$ cat config.mk
export PLATFORM = sky130hd
export DESIGN_NAME = dma_req_queue
export DESIGN_NICKNAME = d
export VERILOG_FILES = /design/src/rtl/dma_req_queue.sv
export SDC_FILE = /design/constraint.sdc
export NUM_CORES = 1
export LEC_CHECK = 0
export CORE_UTILIZATION = 30
export DETAILED_ROUTE_END_ITERATION = 7
export PLACE_DENSITY = 0.55
export SLEW_MARGIN = 5
export SYNTH_ARGS = -nofsm -noshare
export SYNTH_HDL_FRONTEND = slang
export SYNTH_SLANG_ARGS = --single-unit
$ cat constraint.sdc
create_clock -name clk -period 8.9 [get_ports clk]
set_input_delay 0.89 -clock clk [delete_from_list [all_inputs] [get_ports clk]]
set_output_delay 0.89 -clock clk [all_outputs]
set_load 0.02 [all_outputs]
$ cat src/rtl/dma_req_queue.sv
// dma_req_queue: descriptor FIFO that issues one DMA request at a time over the dreq_/eop_ handshake.
// Optional macro DMA_TIMEOUT_EN: abort a request that sees no eop_ within TIMEOUT cycles.
`ifndef BUS_ADDR_WIDTH
`define BUS_ADDR_WIDTH 32
`endif

module dma_req_queue #(
    parameter int DEPTH   = 4,
    parameter int GAP     = 2,
    parameter int TIMEOUT = 64
) (
    input  logic                       clk,
    input  logic                       reset_,
    input  logic                       push,
    input  logic [`BUS_ADDR_WIDTH-1:0] push_saddr,
    input  logic [`BUS_ADDR_WIDTH-1:0] push_daddr,
    input  logic [1:0]                 push_mode,
    output logic                       full,
    output logic                       empty,
    output logic [$clog2(DEPTH):0]     level,
    output logic [`BUS_ADDR_WIDTH-1:0] dsaddr,
    output logic [`BUS_ADDR_WIDTH-1:0] ddaddr,
    output logic [1:0]                 dmode,
    output logic                       dreq_,
    input  logic                       eop_,
    output logic                       busy,
    output logic                       done,
    output logic                       err,
    output logic [1:0]                 dbg_state
);

    // Handshake: push is accepted on any cycle full is low. A request is valid while dreq_ is low
    // with dsaddr/ddaddr/dmode stable; the controller acknowledges with eop_ low for >= 1 cycle,
    // sampled from the cycle after dreq_ falls. The next request waits for eop_ high plus GAP cycles.
    localparam int AW = $clog2(DEPTH);
    localparam int GW = (GAP > 1) ? $clog2(GAP) : 1;
    localparam int DW = `BUS_ADDR_WIDTH;

    localparam logic [1:0] S_IDLE    = 2'd0;
    localparam logic [1:0] S_REQ     = 2'd1;
    localparam logic [1:0] S_RELEASE = 2'd2;
    localparam logic [1:0] S_GAPWAIT = 2'd3;

    if (DEPTH < 2 || (DEPTH & (DEPTH - 1)) != 0) begin : g_bad_depth
        $error("dma_req_queue: DEPTH must be a power of 2 and at least 2");
    end
    if (GAP < 1) begin : g_bad_gap
        $error("dma_req_queue: GAP must be at least 1");
    end
    if (TIMEOUT < 1) begin : g_bad_timeout
        $error("dma_req_queue: TIMEOUT must be at least 1");
    end

    logic [DW-1:0] saddr_mem [DEPTH];
    logic [DW-1:0] daddr_mem [DEPTH];
    logic [1:0]    mode_mem  [DEPTH];

    logic [AW-1:0] wr_ptr_q, rd_ptr_q;
    logic [AW:0]   count_q, count_d;
    logic [1:0]    state_q, state_d;
    logic [GW-1:0] gap_q, gap_d;
    logic          dreq_q, dreq_d;
    logic          done_q, done_d;
    logic [DW-1:0] saddr_q, daddr_q;
    logic [1:0]    mode_q;
    logic          push_ok, pop;

    assign full      = (count_q == (AW+1)'(DEPTH));
    assign empty     = (count_q == '0);
    assign level     = count_q;
    assign push_ok   = push && !full;
    assign dsaddr    = saddr_q;
    assign ddaddr    = daddr_q;
    assign dmode     = mode_q;
    assign dreq_     = dreq_q;
    assign done      = done_q;
    assign busy      = (state_q == S_REQ) || (state_q == S_RELEASE);
    assign dbg_state = state_q;

`ifdef DMA_TIMEOUT_EN
    localparam int TW = $clog2(TIMEOUT) + 1;
    logic [TW-1:0] tmr_q, tmr_d;
    logic          err_q, err_d;
    assign err = err_q;
`else
    assign err = 1'b0;
`endif

    always_comb begin
        state_d = state_q;
        dreq_d  = dreq_q;
        done_d  = 1'b0;
        gap_d   = '0;
        pop     = 1'b0;
`ifdef DMA_TIMEOUT_EN
        tmr_d   = '0;
        err_d   = 1'b0;
`endif
        case (state_q)
            S_IDLE: begin
                if (!empty && eop_) begin
                    pop     = 1'b1;
                    dreq_d  = 1'b0;
                    state_d = S_REQ;
                end
            end
            S_REQ: begin
                // Completion wins over a timeout that expires on the same cycle.
                if (!eop_) begin
                    dreq_d  = 1'b1;
                    done_d  = 1'b1;
                    state_d = S_RELEASE;
                end
`ifdef DMA_TIMEOUT_EN
                else if (tmr_q == TW'(TIMEOUT - 1)) begin
                    dreq_d  = 1'b1;
                    err_d   = 1'b1;
                    state_d = S_GAPWAIT;
                end else begin
                    tmr_d = tmr_q + TW'(1);
                end
`endif
            end
            S_RELEASE: begin
                if (eop_) begin
                    state_d = S_GAPWAIT;
                end
            end
            S_GAPWAIT: begin
                if (gap_q == GW'(GAP - 1)) begin
                    state_d = S_IDLE;
                end else begin
                    gap_d = gap_q + GW'(1);
                end
            end
            default: state_d = S_IDLE;
        endcase
    end

    always_comb begin
        count_d = count_q;
        if (push_ok && !pop) begin
            count_d = count_q + (AW+1)'(1);
        end else if (!push_ok && pop) begin
            count_d = count_q - (AW+1)'(1);
        end
    end

    // Descriptor storage carries no reset; only the pointers and count define validity.
    always_ff @(posedge clk) begin
        if (push_ok) begin
            saddr_mem[wr_ptr_q] <= push_saddr;
            daddr_mem[wr_ptr_q] <= push_daddr;
            mode_mem[wr_ptr_q]  <= push_mode;
        end
    end

    always_ff @(posedge clk or posedge reset_) begin
        if (reset_) begin
            wr_ptr_q <= '0;
            rd_ptr_q <= '0;
            count_q  <= '0;
            state_q  <= S_IDLE;
            gap_q    <= '0;
            dreq_q   <= 1'b1;
            done_q   <= 1'b0;
            saddr_q  <= '0;
            daddr_q  <= '0;
            mode_q   <= '0;
`ifdef DMA_TIMEOUT_EN
            tmr_q    <= '0;
            err_q    <= 1'b0;
`endif
        end else begin
            count_q <= count_d;
            state_q <= state_d;
            gap_q   <= gap_d;
            dreq_q  <= dreq_d;
            done_q  <= done_d;
`ifdef DMA_TIMEOUT_EN
            tmr_q   <= tmr_d;
            err_q   <= err_d;
`endif
            if (push_ok) begin
                wr_ptr_q <= wr_ptr_q + AW'(1);
            end
            if (pop) begin
                rd_ptr_q <= rd_ptr_q + AW'(1);
                saddr_q  <= saddr_mem[rd_ptr_q];
                daddr_q  <= daddr_mem[rd_ptr_q];
                mode_q   <= mode_mem[rd_ptr_q];
            end
        end
    end

endmodule

==> results.yml <==
synth:
  ys_seq_area_share_pct: 77.9
  synth_area_per_cell_um2: 23.1
  ys_types: 28
  syn_nets: 630
  synth_area_leader_cell: "edfxtp_1"
  synth_top_area_share_pct: 62.5
  synth_top_cells_by_area: "edfxtp_1, dfrtp_1, mux4_2"
  yosysWarningCount: 0
  synth.ff_latch_count: 342
  netlist_instances: 549
  syn-cell-area_um2: 12700
detailed_routing:
  ant_nets: 0
  totalWireLength_um: 25400
  wl_per_cell_um: 19.8
  dr.pass1.iters: 4
  viasPerCell: 4.56
  drt_iter0_markers: 244
  drc: 0
  vias: 5836
sta:
  finalCritPeriodShare_pct: 33.1
  fin_crit_ns: 2.95
  fin_setup_tns_ns: 0
  whs_ns: 0.437
  finalHoldViolCount: 0
  setup_viol: 0
  clock_skew_ns: 0.0245
  fmax_mhz: 339
  report.final.slew_viol_count: 0
  slew_headroom_pct: 26.4
  rsz0062_at_grt: "no"
  tightest_slew_ns: 1.10
  setup_ws_ns: 5.95
clocking:
  clk_path_buf_depth: 3
  post-cts-setup-buffers: 0
  clk_pin_slew_worst_paths_ns: 0.06
  cts_buffers: 38
  cts.sinks: 342
  cts_resized: 0
  cts.root.buffer_cell: "clkbuf_16"
  cts_tree: "yes"
  holdBufCountCts: 0
  cts.htree.levels: 2
  clk_latency_ns: 0.53
power:
  p_comb_share_pct: 29.0
  finalPower_mw: 5.56
  leakagePower_nw: 5.44
  clockPowerShare_pct: 26.3
  net-switching-power_mw: 1.63
  ir_worst_vdd_mv: 0.179
  powerDensity_nw_per_um2: 349
  seqPwrFrac_pct: 44.6
  switching_share_pct: 29.3
  p_int_mw: 3.93
floorplan:
  die_y_um: 208
  die_x_um: 208
  start_util_pct: 30.7
  ios: 147
  rows: 74
  core-area_um2: 41300
  dieArea_um2: 43100
grt:
  grt_overflow: 0
  grt_usage_pct: 12.0
  antenna_found_initial: 0
  grt_max_degree: 69
  grt_pass1_vias: 6415
  grt_first_pass_wirelength_um: 38800
outcome:
  status: "completed"
placed_design:
  placed_cells: 1209
  globalplace.congestion: 0.711
  numPortBuffers: 145
  dp_hpwl_um: 14300
  place_area_um2: 14700
  pre_cts_slack_ns: 5.29
cells_and_area:
  fin_util_pct: 38.5
  fillers: 3791
  drive_above_1_share_pct: 26.9
  area_growth_pct: 25.5
  design_area_um2: 15900
  nets: 798
  finalNonFillerCells: 1280
setup_path:
  cp-start-kind: "input port"
  crit_arrival_ns: 3.09
  cp-end-kind: "flop"
  cp.required_ns: 9.04
  crit_type: "input port to flop"
  cp_max_fo: 40
min_path:
  hp-class: "flop to flop"
run:
  cap_violations: 0
[state kept, by name (all words and copies together), names as in the netlist]
register	count
daddr_mem	128
dbg_state	2
ddaddr	32
dmode	2
done	1
dreq_	1
dsaddr	32
gap_q	1
level	3
mode_mem	8
rd_ptr_q	2
saddr_mem	128
wr_ptr_q	2
[power by group through the flow]
| stage | Combinational [mW] | Clock, mW | Sequential (mW) |
|---|---|---|---|
| after global placement | 1.64 | 0 | 2.52 |
| final | 1.61 | 1.46 | 2.48 |
| after CTS | 1.66 | 1.51 | 2.50 |
| after global routing | 1.74 | 1.57 | 2.54 |
| after floorplan | 0.927 | 0 | 2.56 |
| after detailed placement | 1.65 | 0 | 2.53 |
[layer usage]
layer,vias up,GRT usage (%),share of wire (%)
met5,-,0,0
met4,0,3.32,1.8
met3,39,3.13,5.1
met2,148,19.7,49
met1,3085,15.6,44
li1,2564,-,-
[path summary, 6_finish.rpt]
kind	depth (start not counted)	slack, ns	to	start
min in group asynchronous	2	0.77	level[1]$_DFFE_PP0P_	reset_
setup reg to reg	4	6.14	daddr_mem[2][3]$_DFFE_PP_	level[2]$_DFFE_PP0P_
setup / recovery	4	5.95	daddr_mem[2][3]$_DFFE_PP_	push
hold reg to reg	1	0.44	gap_q$_DFF_PP0_	gap_q$_DFF_PP0_
max in group asynchronous	3	6.94	rd_ptr_q[1]$_DFFE_PP0P_	reset_
hold / removal	1	0.44	gap_q$_DFF_PP0_	gap_q$_DFF_PP0_
[final cells by class]
class                           instances  area [um2]  area share [%]
Antenna cell                            1        2.50          0.0157
Clock buffer                           56        1110            6.99
Clock inverter                         14        67.6           0.425
Inverter                                9        36.3           0.228
Multi-Input combinational cell        174        2630            16.5
Sequential cell                       342        9890            62.2
Tap cell                              532         666            4.18
Timing Repair Buffer                  152        1500            9.45
[placed cells by master (no fill, tap or decap), types with 2 or more instances in the layout]
cell type	instances
dfrtp_1	75
clkbuf_8	3
clkinv_1	8
clkinv_2	4
nor3_1	2
ha_1	10
xor2_1	3
edfxtp_1	264
clkdlybuf4s50_1	145
buf_4	7
nor2_1	2
a21oi_1	2
clkbuf_1	12
clkbuf_16	41
xnor2_1	3
and2_4	4
nor2b_1	4
mux4_2	66
dfrtp_4	2
mux2_2	68
clkinv_4	2
inv_1	8
[cell usage after synthesis, drive strengths merged]
cell type / count
edfxtp: 264
dfrtp: 77
mux2: 69
mux4: 66
buf: 18
ha: 10
inv: 9
clkbuf: 6
and2: 5
nor2b: 4
xnor2: 3
xor2: 3
a21oi: 2
nor2: 2
nor3: 2
a2111oi: 1
a2bb2oi: 1
conb: 1
dfstp: 1
fa: 1
nor3b: 1
o22ai: 1
o311ai: 1
o31ai: 1
[kinds of logic (layout without fill, tap and decap cells)]
group,after synthesis,after routing,share of synthesized area [%]
flip-flops,342,342,77.9
multiplexers,135,135,17.9
buffers and inverters,33,231,1.47
AND/OR/NAND/NOR,14,14,0.642
adder cells (fa/ha/maj),11,11,1.14
AO/OA/AOI/OAI,7,7,0.503
XOR/XNOR,6,6,0.415
other,1,2,0.0296
[worst max-delay path: stages]
cell	delay (ns)
clkdlybuf4s50_1	0.45
nor2b_1	0.52
and2_4	0.55
buf_4	0.62
Note: power is estimated with default switching activity, not from simulation.
